==> config.mk <==
export PLATFORM = sky130hd
export DESIGN_NAME = icache_refill_axi
export DESIGN_NICKNAME = d
export VERILOG_FILES = /design/src/rtl/cache_axi_pkg.sv /design/src/rtl/icache_line_buf.sv /design/src/rtl/icache_refill_axi.sv
export SDC_FILE = /design/constraint.sdc
export NUM_CORES = 1
export LEC_CHECK = 0
export BUFFER_PORTS_ARGS = -buffer_cell sky130_fd_sc_hd__buf_2
export CAP_MARGIN = 0
export CELL_PAD_IN_SITES_DETAIL_PLACEMENT = 1
export CELL_PAD_IN_SITES_GLOBAL_PLACEMENT = 2
export CORE_AREA = 2 2 153 155
export DETAILED_ROUTE_END_ITERATION = 10
export DIE_AREA = 0 0 155 157
export MAX_ROUTING_LAYER = met4
export PLACE_DENSITY = 0.84
export SYNTH_ARGS = -nofsm -noshare
export SYNTH_HDL_FRONTEND = slang
export SYNTH_SLANG_ARGS = --single-unit
==> constraint.sdc <==
create_clock -name clk -period 4.35 [get_ports clk]
set_input_delay 1.305 -clock clk [delete_from_list [all_inputs] [get_ports clk]]
set_output_delay 1.305 -clock clk [all_outputs]
set_load 0.02 [all_outputs]
==> src/rtl/cache_axi_pkg.sv <==
// Shared types and constants for the instruction-cache line refill path.
package cache_axi_pkg;

    // Refill sequencer states
    typedef enum logic [1:0] {
        ST_IDLE = 2'd0,
        ST_AR   = 2'd1,
        ST_R    = 2'd2,
        ST_RET  = 2'd3
    } refill_state_e;

    // AXI encodings used by the refill master
    localparam logic [1:0] AXI_BURST_INCR = 2'b01;
    localparam logic [2:0] AXI_SIZE_4B    = 3'b010;
    localparam logic [1:0] AXI_RESP_OKAY  = 2'b00;

    // Default line geometry: 32-bit words per line and the resulting line width
    localparam int unsigned LINE_WORDS = 4;
    localparam int unsigned LINE_W     = LINE_WORDS * 32;

    // Width of a word index; never narrower than one bit
    function automatic int unsigned cnt_width(input int unsigned n);
        return (n > 1) ? $clog2(n) : 1;
    endfunction

endpackage

==> src/rtl/icache_line_buf.sv <==
// Line assembly buffer: one 32-bit register per word, written by beat index,
// cleared in one cycle when a new refill is accepted.
module icache_line_buf #(
    parameter int unsigned WORDS = 4,
    parameter int unsigned IDX_W = 2
) (
    input  logic                  clk,
    input  logic                  resetn,
    input  logic                  clr_i,
    input  logic                  we_i,
    input  logic [IDX_W-1:0]      idx_i,
    input  logic [31:0]           wdata_i,
    output logic [WORDS*32-1:0]   line_o
);

    generate
        for (genvar gi = 0; gi < WORDS; gi++) begin : g_word
            logic [31:0] word_q;

            // Clear takes priority so a fresh refill never shows words of the previous line
            always_ff @(posedge clk or negedge resetn) begin
                if (!resetn) begin
                    word_q <= '0;
                end else if (clr_i) begin
                    word_q <= '0;
                end else if (we_i && (idx_i == IDX_W'(gi))) begin
                    word_q <= wdata_i;
                end
            end

            assign line_o[gi*32 +: 32] = word_q;
        end
    endgenerate

endmodule

==> src/rtl/icache_refill_axi.sv <==
// ICache line refill to AXI4 read bridge: turns one refill request into one
// INCR burst, collects the beats into a line and pulses ret_valid once.
// Optional sticky protocol-error flag: define ICACHE_REFILL_ERR_CHECK_EN.
module icache_refill_axi
    import cache_axi_pkg::*;
#(
    parameter logic [3:0]  AXI_ID         = 4'h0,
    parameter int unsigned WORDS_PER_LINE = LINE_WORDS,
    parameter int unsigned OFFSET_W       = 4
) (
    input  logic                          clk,
    input  logic                          resetn,
    input  logic                          rd_req,
    input  logic [31:0]                   rd_addr,
    output logic                          rd_rdy,
    output logic                          ret_valid,
    output logic [WORDS_PER_LINE*32-1:0]  ret_data,
`ifdef ICACHE_REFILL_ERR_CHECK_EN
    output logic                          err,
`endif
    output logic [3:0]                    arid,
    output logic [31:0]                   araddr,
    output logic [7:0]                    arlen,
    output logic [2:0]                    arsize,
    output logic [1:0]                    arburst,
    output logic                          arvalid,
    input  logic                          arready,
    input  logic [3:0]                    rid,
    input  logic [31:0]                   rdata,
    input  logic [1:0]                    rresp,
    input  logic                          rlast,
    input  logic                          rvalid,
    output logic                          rready
);

    localparam int unsigned      CNT_W    = cnt_width(WORDS_PER_LINE);
    localparam logic [CNT_W-1:0] LAST_IDX = CNT_W'(WORDS_PER_LINE - 1);

    refill_state_e    state_q, state_d;
    logic [31:0]      addr_q, addr_d;
    logic [CNT_W-1:0] cnt_q, cnt_d;

    logic accept;
    logic beat;
    logic last_beat;

    assign accept    = (state_q == ST_IDLE) && rd_req;
    assign beat      = (state_q == ST_R) && rvalid;
    // Whichever comes first ends the burst: slave's rlast or our own word count
    assign last_beat = beat && (rlast || (cnt_q == LAST_IDX));

    // State register
    always_ff @(posedge clk or negedge resetn) begin
        if (!resetn) begin
            state_q <= ST_IDLE;
        end else begin
            state_q <= state_d;
        end
    end

    // Next-state logic
    always_comb begin
        state_d = state_q;
        case (state_q)
            ST_IDLE: if (rd_req)    state_d = ST_AR;
            ST_AR:   if (arready)   state_d = ST_R;
            ST_R:    if (last_beat) state_d = ST_RET;
            ST_RET:                 state_d = ST_IDLE;
            default:                state_d = ST_IDLE;
        endcase
    end

    // Handshake outputs decoded purely from state
    always_comb begin
        rd_rdy    = 1'b0;
        arvalid   = 1'b0;
        rready    = 1'b0;
        ret_valid = 1'b0;
        case (state_q)
            ST_IDLE: rd_rdy    = 1'b1;
            ST_AR:   arvalid   = 1'b1;
            ST_R:    rready    = 1'b1;
            ST_RET:  ret_valid = 1'b1;
            default: ;
        endcase
    end

    // Address latch and beat counter; counter holds on the final beat so it never wraps
    always_comb begin
        addr_d = addr_q;
        cnt_d  = cnt_q;
        if (accept) begin
            addr_d = {rd_addr[31:OFFSET_W], {OFFSET_W{1'b0}}};
            cnt_d  = '0;
        end else if (beat && !last_beat) begin
            cnt_d  = cnt_q + 1'b1;
        end
    end

    // Datapath registers
    always_ff @(posedge clk or negedge resetn) begin
        if (!resetn) begin
            addr_q <= '0;
            cnt_q  <= '0;
        end else begin
            addr_q <= addr_d;
            cnt_q  <= cnt_d;
        end
    end

    icache_line_buf #(
        .WORDS (WORDS_PER_LINE),
        .IDX_W (CNT_W)
    ) u_line_buf (
        .clk     (clk),
        .resetn  (resetn),
        .clr_i   (accept),
        .we_i    (beat),
        .idx_i   (cnt_q),
        .wdata_i (rdata),
        .line_o  (ret_data)
    );

    // AR channel fields are constant or come from the latched address, so they stay stable while waiting
    assign arid    = AXI_ID;
    assign araddr  = addr_q;
    assign arlen   = 8'(WORDS_PER_LINE - 1);
    assign arsize  = AXI_SIZE_4B;
    assign arburst = AXI_BURST_INCR;

    logic unused_ok;

`ifdef ICACHE_REFILL_ERR_CHECK_EN
    logic err_q, err_d;

    // Sticky error: bad response or rlast not matching the expected final word
    always_comb begin
        err_d = err_q;
        if (beat && ((rresp != AXI_RESP_OKAY) || (rlast != (cnt_q == LAST_IDX)))) begin
            err_d = 1'b1;
        end
    end

    // Error flag register, cleared only by reset
    always_ff @(posedge clk or negedge resetn) begin
        if (!resetn) begin
            err_q <= 1'b0;
        end else begin
            err_q <= err_d;
        end
    end

    assign err       = err_q;
    assign unused_ok = ^{rid, rd_addr[OFFSET_W-1:0]};
`else
    assign unused_ok = ^{rid, rresp, rd_addr[OFFSET_W-1:0]};
`endif

endmodule
== After elaboration in Yosys (flattened, before gate mapping) ==
Cells that the tools add are included.

* Bits in registers: 160
* Bits of input ports: 76
* Output and inout port bits: 181
* Word-level logic and storage cells: 53

* Add/sub/neg operators: 1
* Equality and inequality tests: 9
* Mux-type cells: 18
* Reductions and logical operators: 18

{| class="wikitable"
|+ Operators with widths
! cell !! number
|-
| two-way mux 32 bit || 8
|-
| two-way mux 2 bit || 5
|-
| nonzero test 2 bit || 5
|-
| == test 2 bit (second input constant) || 4
|-
| logical AND 1 bit || 8
|-
| case mux 2 bit (4 select lines) || 1
|-
| inequality test 2 bit (second input constant) || 3
|-
| == test 2 x 1 -> 1 bit (second input constant) || 2
|-
| zero test 2 bit || 2
|-
| two-way mux 1 bit || 4
|-
| AND reduction 3 bit || 1
|-
| adder 2 x 1 -> 2 bit (second input constant) || 1
|-
| zero test 1 bit || 1
|-
| logical OR 1 bit || 1
|}

== Depth between registers and ports, before layout ==
Gate-level depths: netlist of the first run.

* Word-level depth: 7
* Gate-level depth with buffers: 8

== Cells and area by module ==
From an unflattened synthesis of the first run, not the netlist that was laid out.

* Cells, all modules: 560
* Area, all modules: 7,309.5 um^2

{| class="wikitable"
|+ By module, submodules not included
! module !! times used !! cells an instance !! area each (um^2) !! seq. area each (um^2)
|-
| icache_line_buf || 1 || 453 || 5,685.5 || 3,203.1
|-
| icache_refill_axi || 1 || 107 || 1,624.1 || 800.8
|}

== Worst setup path after synthesis of the first run ==
Ideal clock, no wire load.

* Path type: input port to flip-flop
* From: in rvalid
* To: reg state_q[1]
* Library setup time: 0.125 ns
* Arrival: 2.066 ns
* Data required time: 4.225 ns
* Setup slack: 2.159 ns
* Stages: 4
* Buffers on the path: 1
* Cell sequence: buf_4 -> o21ai_2 -> a221oi_2 -> mux2_2

* Word-level cells in the longest chain between the ends: 4

{| class="wikitable"
|+ RTL lines
! item !! line !! RTL
|-
| start, declared || icache_refill_axi.sv:32 || <nowiki>input logic rvalid,</nowiki>
|-
| logical AND 1 bit || icache_refill_axi.sv:48 || <nowiki>assign beat = (state_q == ST_R) && rvalid;</nowiki>
|-
| logical AND 1 bit || icache_refill_axi.sv:50 || <nowiki>assign last_beat = beat && (rlast || (cnt_q == LAST_IDX));</nowiki>
|-
| inequality test 2 bit (no line) || - ||
|-
| AND reduction 3 bit (no line) || - ||
|-
| end signal, assigned || icache_refill_axi.sv:57 || <nowiki>state_q <= state_d;</nowiki>
|-
| end, declared || icache_refill_axi.sv:39 || <nowiki>refill_state_e state_q, state_d;</nowiki>
|}

Every way passes these cells.
A chain may end at the register's enable or synchronous reset.

== Final worst setup path of the first run ==
* From: reg state_q[0]
* To: out rready

* Word-level cells in the longest chain between the ends: 2

{| class="wikitable"
|+ RTL lines
! item !! line !! RTL
|-
| == test 2 bit || icache_refill_axi.sv:79 || <nowiki>case (state_q)</nowiki>
|-
| two-way mux 1 bit || icache_refill_axi.sv:79 ||
|-
| end, declared || icache_refill_axi.sv:33 || <nowiki>output logic rready</nowiki>
|}

Every way passes these cells.

==> results of run 1 <==
## power by group through the flow
stage	sequential, mW	combinational [mW]	clock [mW]
final	2.27	2.64	1.43
after global routing	2.33	2.85	1.53
after CTS	2.27	2.69	1.46
after detailed placement	2.29	2.68	0
after global placement	2.27	2.63	0
after floorplan	2.85	1.27	0
## cell families (layout without fill, tap and decap cells)
family	count (synthesis)	count (layout)	synth area share [%]
XOR/XNOR	1	1	0.122
buffers and inverters	74	269	8.20
multiplexers	30	30	6.09
AO/OA/AOI/OAI	131	131	13.9
flip-flops	160	160	55.7
adder cells (fa/ha/maj)	8	8	1.39
other	2	21	0.104
AND/OR/NAND/NOR	269	269	14.4
## final cells by class
cell class,count,area share [%]
flip-flops and latches,160,45.2
clock inverters,12,1.14
inverters,5,0.212
clock buffers,20,5.05
multi-input cells,460,30.4
well taps,285,4.03
repair buffers,232,13.9
## state kept, by name (all words and copies together), names as in the netlist
signal                    flops
cnt_q                         2
state_q                       2
araddr                       28
u_line_buf.g_word.word_q    128
## layout by cell type, fill, tap and decap left out, types with 2 or more instances in the layout
cell type,count
mux2_2,2
a21oi_2,87
inv_1,5
ha_1,8
clkinv_4,2
and3_1,2
and3_2,2
clkbuf_1,2
nand2_1,256
mux2_4,27
dfrtp_1,160
buf_12,4
conb_1,21
buf_4,3
a21oi_1,41
clkinvlp_4,5
nor2_1,2
clkbuf_16,17
nand3_2,4
inv_6,4
buf_2,224
## worst min-delay path by stage
stage	startpoint	to	slack, ns	depth (start not counted)
final	araddr[6]	araddr[6]	0.51	1
after detailed placement	araddr[15]	araddr[15]	0.49	1
after CTS	araddr[5]	araddr[5]	0.51	1
after floorplan	state_q[0]	state_q[0]	0.53	1
after global placement	araddr[23]	araddr[23]	0.49	1
after global routing	araddr[17]	araddr[17]	0.52	1
## per-layer routing
layer,vias to the layer above,routed length [µm],track usage (%)
met1,2832,9700,24.0
li1,2542,-,-
met3,16,1220,4.52
met5,-,0,-
met2,161,10700,30.6
met4,0,209,3.79
## worst register-to-register path, delay by kind of cell (launching register included)
family	cells	cell delay, ns
buf+inv	1	0.10
fa+ha+maj	1	0.41
flops	1	0.42
compound gates	1	0.09
simple gates	2	1.15
==> results.sh, run 1 <==
export IMPL_fin_util_pct=39.3
export IMPL_clk_latency_ns=0.43
export IMPL_synthArstFlopShare_pct=100
export IMPL_path_clk_slew_ns=0.07
export IMPL_cp_depth=3
export IMPL_cp_max_fo=12
export IMPL_fp_dieArea_um2=24300
export IMPL_syn_inst=675
export IMPL_fill_cells=2621
export IMPL_skew_ns=0.0103
export IMPL_regToRegSetupSlack_ns=2.05
export IMPL_cts_max_path_buffers=2
export IMPL_finalCriticalPeriod_ns=2.91
export IMPL_fmax_mhz=343
export IMPL_wl_per_cell_um=18.6
export IMPL_status="completed"
export IMPL_fp_coreArea_um2=22500
export IMPL_io_pins=257
export IMPL_crit_path_end_kind="primary output"
export IMPL_power_leakage_nw=4.34
export IMPL_maxCapViolCount=0
export IMPL_grt_max_degree=89
export IMPL_diodes=0
export IMPL_dpl_cell_area_um2=8310
export IMPL_drtIter0Drc=251
export IMPL_switching_share_pct=41.3
export IMPL_finalSetupViolCount=0
export IMPL_r2r_start="state_q[0]"
export IMPL_antenna_left=0
export IMPL_finalHoldViolCount=0
export IMPL_place_gp_congestion=0.733
export IMPL_power_share_sequential_pct=35.8
export IMPL_power_switching_mw=2.62
export IMPL_drtPass1Iterations=4
export IMPL_synth_most_common_cell="nand2_1"
export IMPL_grt_pass1_vias=5938
export IMPL_port_buffers=225
export IMPL_syn2layout_area_growth_pct=23.2
export IMPL_yosysSeqAreaShare_pct=55.7
export IMPL_post_route_drc_count=0
export IMPL_setup_ws_ns=1.44
export IMPL_antenna_found_initial=0
export IMPL_timing_rr_end="u_line_buf.g_word[0].word_q[11]"
export IMPL_tritoncts="built"
export IMPL_yosysWarnings=0
export IMPL_drv_slew=0
export IMPL_synth_area_um2=7190
export IMPL_die_w_um=155
export IMPL_worst_slew_pin_transition_ns=0.939
export IMPL_numCtsBuffers=17
export IMPL_multi_input_area_um2=2690
export IMPL_path_cells="inv_1, ha_1, buf_2"
export IMPL_synth_area_leader_cell="dfrtp_1"
export IMPL_die_height_um=157
export IMPL_ys_flop_type="dfrtp_1"
export IMPL_slew_headroom_pct=37.4
export IMPL_seq_area_um2=4000
export IMPL_critPathTopFamily="flip-flops"
export IMPL_yosys_top_cells_area="dfrtp_1 56%, nand2_1 13%, a21oi_2 11%"
export IMPL_grtUsageTotal_pct=18.8
export IMPL_placementRows=55
export IMPL_cts_sinks=160
export IMPL_holdBufCountCts=0
export IMPL_cts_setup_buffers=0
export IMPL_intPower_mw=3.72
export IMPL_ys_types=23
export IMPL_drive_above_1_share_pct=43.8
export IMPL_cts_resized_gates=0
export IMPL_synth_edff_count=0
export IMPL_viasPerCell=4.73
export IMPL_yosysTopAreaCellShare_pct=55.7
export IMPL_min_period_over_period_pct=67.0
export IMPL_final_nets=960
export IMPL_vdd_ir_drop_max_mv=0.250
export IMPL_h_tree_depth=4
export IMPL_hp_class="flop to flop"
export IMPL_finalInstanceArea_um2=8850
export IMPL_p_per_area_nw_per_um2=715
export IMPL_post_place_ws_ns=1.47
export IMPL_setup_tns_final_ns=0
export IMPL_path_buf_inv=2
export IMPL_synth_ff_latch_count=160
export IMPL_final_cells=1174
export IMPL_dp_hpwl_um=14300
export IMPL_endpoint="rready"
export IMPL_grt_setup_unrepaired="false"
export IMPL_required_ns=3.04
export IMPL_power_mw=6.33
export IMPL_arrival_ns=1.61
export IMPL_cts_root_buf="clkbuf_16"
export IMPL_syn_avg_cell_area_um2=10.6
export IMPL_synth_common_cells="256 x nand2_1, 160 x dfrtp_1, 87 x a21oi_2"
export IMPL_power_frac_comb_pct=41.7
export IMPL_routed_wl_um=21800
export IMPL_hold_ws_ns=0.507
export IMPL_max_stage_delay_ns=0.42
export IMPL_clockPowerShare_pct=22.5
export IMPL_num_vias=5551
export IMPL_grt_pass1_wl_um=34200
export IMPL_grt_overflow_total=0
export IMPL_criticalPathCategory="flop to primary output"
export IMPL_crit_path_top_delay_cell="dfrtp_1"
export IMPL_initial_core_util_pct=31.9
export IMPL_reg2reg_depth=5
export IMPL_placed_cells=1142
export IMPL_crit_start="state_q[0]"
export IMPL_critPathLaunchType="flop"
(Power assumes the default switching activity.)
==> run 2, diff against run 1 <==
ABC_AREA = 1   (was unset)
CORE_AREA = 2 2 170 172   (was 2 2 153 155)
DIE_AREA = 0 0 172 174   (was 0 0 155 157)
PLACE_DENSITY = 0.76   (was 0.84)
clock period = 2.6 ns   (was 4.35 ns; I/O delays follow)
==> run 2 against run 1 <==
Die area grew 23%. Non-clock buffer count grew 14. Via count grew 9.4%. Core utilization shrank 7.1 points. Area after synthesis shrank 3.5%. First-iteration DRC count grew 14%. Sequential cell count is the same. Count of clock-buffer cells in the layout shrank 2. Hold slack lost 0.21 ns.
==> results.sh, run 2 <==
export IMPL_top_register="u_line_buf.g_word.word_q"
export IMPL_worst_slew_pin_transition_ns=0.705
export IMPL_antenna_left=0
export IMPL_die_w_um=172
export IMPL_mostFrequentLayoutCell="nand2_1"
export IMPL_finalCriticalPeriod_ns=2.19
export IMPL_yosys_top_cells_area="dfrtp_1 58%, nand2_1 19%, nand3_1 9.5%"
export IMPL_syn2layout_area_growth_pct=31.2
export IMPL_fp_dieArea_um2=29900
export IMPL_cp_max_fo=4
export IMPL_power_leakage_nw=5.28
export IMPL_min_period_over_period_pct=84.2
export IMPL_fill_cells=3425
export IMPL_grt_overflow_total=0
export IMPL_clk_latency_ns=0.43
export IMPL_finalHoldViolCount=0
export IMPL_crit_path_end_kind="primary output"
export IMPL_drv_slew=0
export IMPL_vdd_ir_drop_max_mv=0.426
export IMPL_place_gp_congestion=0.737
export IMPL_maxCapViolCount=0
export IMPL_arrival_ns=1.41
export IMPL_critPathLaunchType="flop"
export IMPL_numCtsBuffers=17
export IMPL_cts_max_path_buffers=2
export IMPL_synthArstFlopShare_pct=100
export IMPL_diodes=0
export IMPL_synth_area_um2=6940
export IMPL_drive_above_1_share_pct=27.8
export IMPL_finalSetupViolCount=0
export IMPL_synth_area_leader_cell="dfrtp_1"
export IMPL_grt_pass1_vias=6521
export IMPL_synth_common_cells="353 x nand2_1, 160 x dfrtp_1, 132 x nand3_1"
export IMPL_fmax_mhz=457
export IMPL_synth_ff_latch_count=160
export IMPL_h_tree_depth=4
export IMPL_yosysTopAreaCellShare_pct=57.7
export IMPL_final_cell_mix="352 x nand2_1, 224 x buf_2, 160 x dfrtp_1"
export IMPL_final_nets=1111
export IMPL_initial_core_util_pct=24.6
export IMPL_dp_hpwl_um=16000
export IMPL_viasPerCell=4.26
export IMPL_cts_setup_buffers=0
export IMPL_grt_setup_unrepaired="false"
export IMPL_io_pins=257
export IMPL_yosysWarnings=0
export IMPL_grt_pass1_wl_um=37200
export IMPL_drtIter0Drc=285
export IMPL_synth_edff_count=0
export IMPL_setup_ws_ns=0.410
export IMPL_slew_headroom_pct=53.0
export IMPL_path_clk_slew_ns=0.07
export IMPL_cts_resized_gates=0
export IMPL_status="completed"
export IMPL_criticalPathCategory="flop to primary output"
export IMPL_post_place_ws_ns=0.496
export IMPL_num_vias=6072
export IMPL_multi_input_area_um2=2370
export IMPL_ys_types=15
export IMPL_p_per_area_nw_per_um2=1410
export IMPL_antenna_found_initial=0
export IMPL_tritoncts="built"
export IMPL_post_route_drc_count=0
export IMPL_grtUsageTotal_pct=16.7
export IMPL_drtPass1Iterations=4
export IMPL_cts_sinks=160
export IMPL_holdBufCountCts=0
export IMPL_seq_area_um2=4000
export IMPL_wl_per_cell_um=16.7
export IMPL_syn_inst=812
export IMPL_yosysSeqAreaShare_pct=57.7
export IMPL_setup_tns_final_ns=0
export IMPL_syn_avg_cell_area_um2=8.54
export IMPL_ys_flop_type="dfrtp_1"
export IMPL_largest_reg_flops=128
export IMPL_fp_coreArea_um2=28200
export IMPL_placementRows=62
export IMPL_grt_max_degree=78
export IMPL_die_height_um=174
export IMPL_routed_wl_um=23800
export IMPL_port_buffers=225
export IMPL_cts_root_buf="clkbuf_16"
export IMPL_required_ns=1.82
export IMPL_skew_ns=0.0127
export IMPL_synth_most_common_cell="nand2_1"
export IMPL_hp_class="primary input to async pin"
run 2: cell count changes in the layout (fill, tap and decap cells not counted), sizes merged, moves of 4 or more:
| cell | before | now |
|---|---|---|
| inv | 10 | 42 |
| nor2 | 2 | 35 |
| nand3 | 4 | 132 |
| bufinv | 0 | 8 |
| buf | 232 | 246 |
| a21oi | 128 | 0 |
| and3 | 4 | 0 |
| nand2 | 256 | 361 |
| mux2 | 29 | 0 |
run 2: worst paths after layout:
| path | from | end | slack [ns] | depth (start not counted) |
|---|---|---|---|---|
| setup / recovery | state_q[0] | rd_rdy | 0.41 | 3 |
| hold / removal | resetn | u_line_buf.g_word[1].word_q[9] | 0.30 | 1 |
| setup reg to reg | state_q[0] | u_line_buf.g_word[1].word_q[11] | 0.63 | 8 |
| hold reg to reg | araddr[17] | araddr[17] | 0.48 | 2 |
| max in group asynchronous | resetn | u_line_buf.g_word[2].word_q[28] | 1.70 | 2 |
| min in group clk | araddr[17] | araddr[17] | 0.48 | 2 |
run 2: cell families (layout without fill, tap and decap cells):
| family | Yosys count | after routing | synth area share [%] |
|---|---|---|---|
| DFF | 160 | 160 | 57.7 |
| other | 2 | 21 | 0.108 |
| buffers and inverters | 111 | 320 | 9.27 |
| AOI/OAI and AO/OA | 2 | 2 | 0.144 |
| and+or+nand+nor | 529 | 529 | 31.3 |
| adders and majority gates | 8 | 8 | 1.44 |
run 2: where the power goes:
part,switching [mW],internal (mW)
Sequential,0.625,3.61
Combinational,3.78,1.71
Clock,1.11,2.00
run 2: worst max-delay path: stages (launching register included):
cell and delay [ns]:
dfrtp_1 0.42, inv_1 0.10, ha_1 0.26, buf_2 0.20
run 2: area by class of cell:
class                           instances  share of cell area, %
Sequential cell                       160                   44.0
Multi-Input combinational cell        560                   26.0
Timing Repair Buffer                  246                   15.1
Tap cell                              384                   5.28
Clock buffer                           18                   4.71
Clock inverter                         14                   3.15
Inverter                               42                   1.73
run 2: through the flow:
stage	total power, mW	instances	util [%]	hold slack, ns	instance area, µm²
detailed placement	9.90	1392	29.7	0.464	8390
global placement	9.78	1392	29.7	0.457	8390
finish	12.8	1424	32.2	0.296	9100
global route	13.8	1424	32.2	0.312	9100
CTS	13.1	1424	32.2	0.302	9100
floorplan	7.78	831	-	0.484	7010
run 2: per-layer routing:
| layer | GRT usage (%) | vias up | share of wire [%] |
|---|---|---|---|
| met3 | 4.19 | 18 | 6.1 |
| met5 | - | - | 0 |
| met1 | 21.1 | 2975 | 45 |
| met2 | 27.0 | 177 | 48 |
| li1 | - | 2902 | - |
| met4 | 3.75 | 0 | 1.0 |
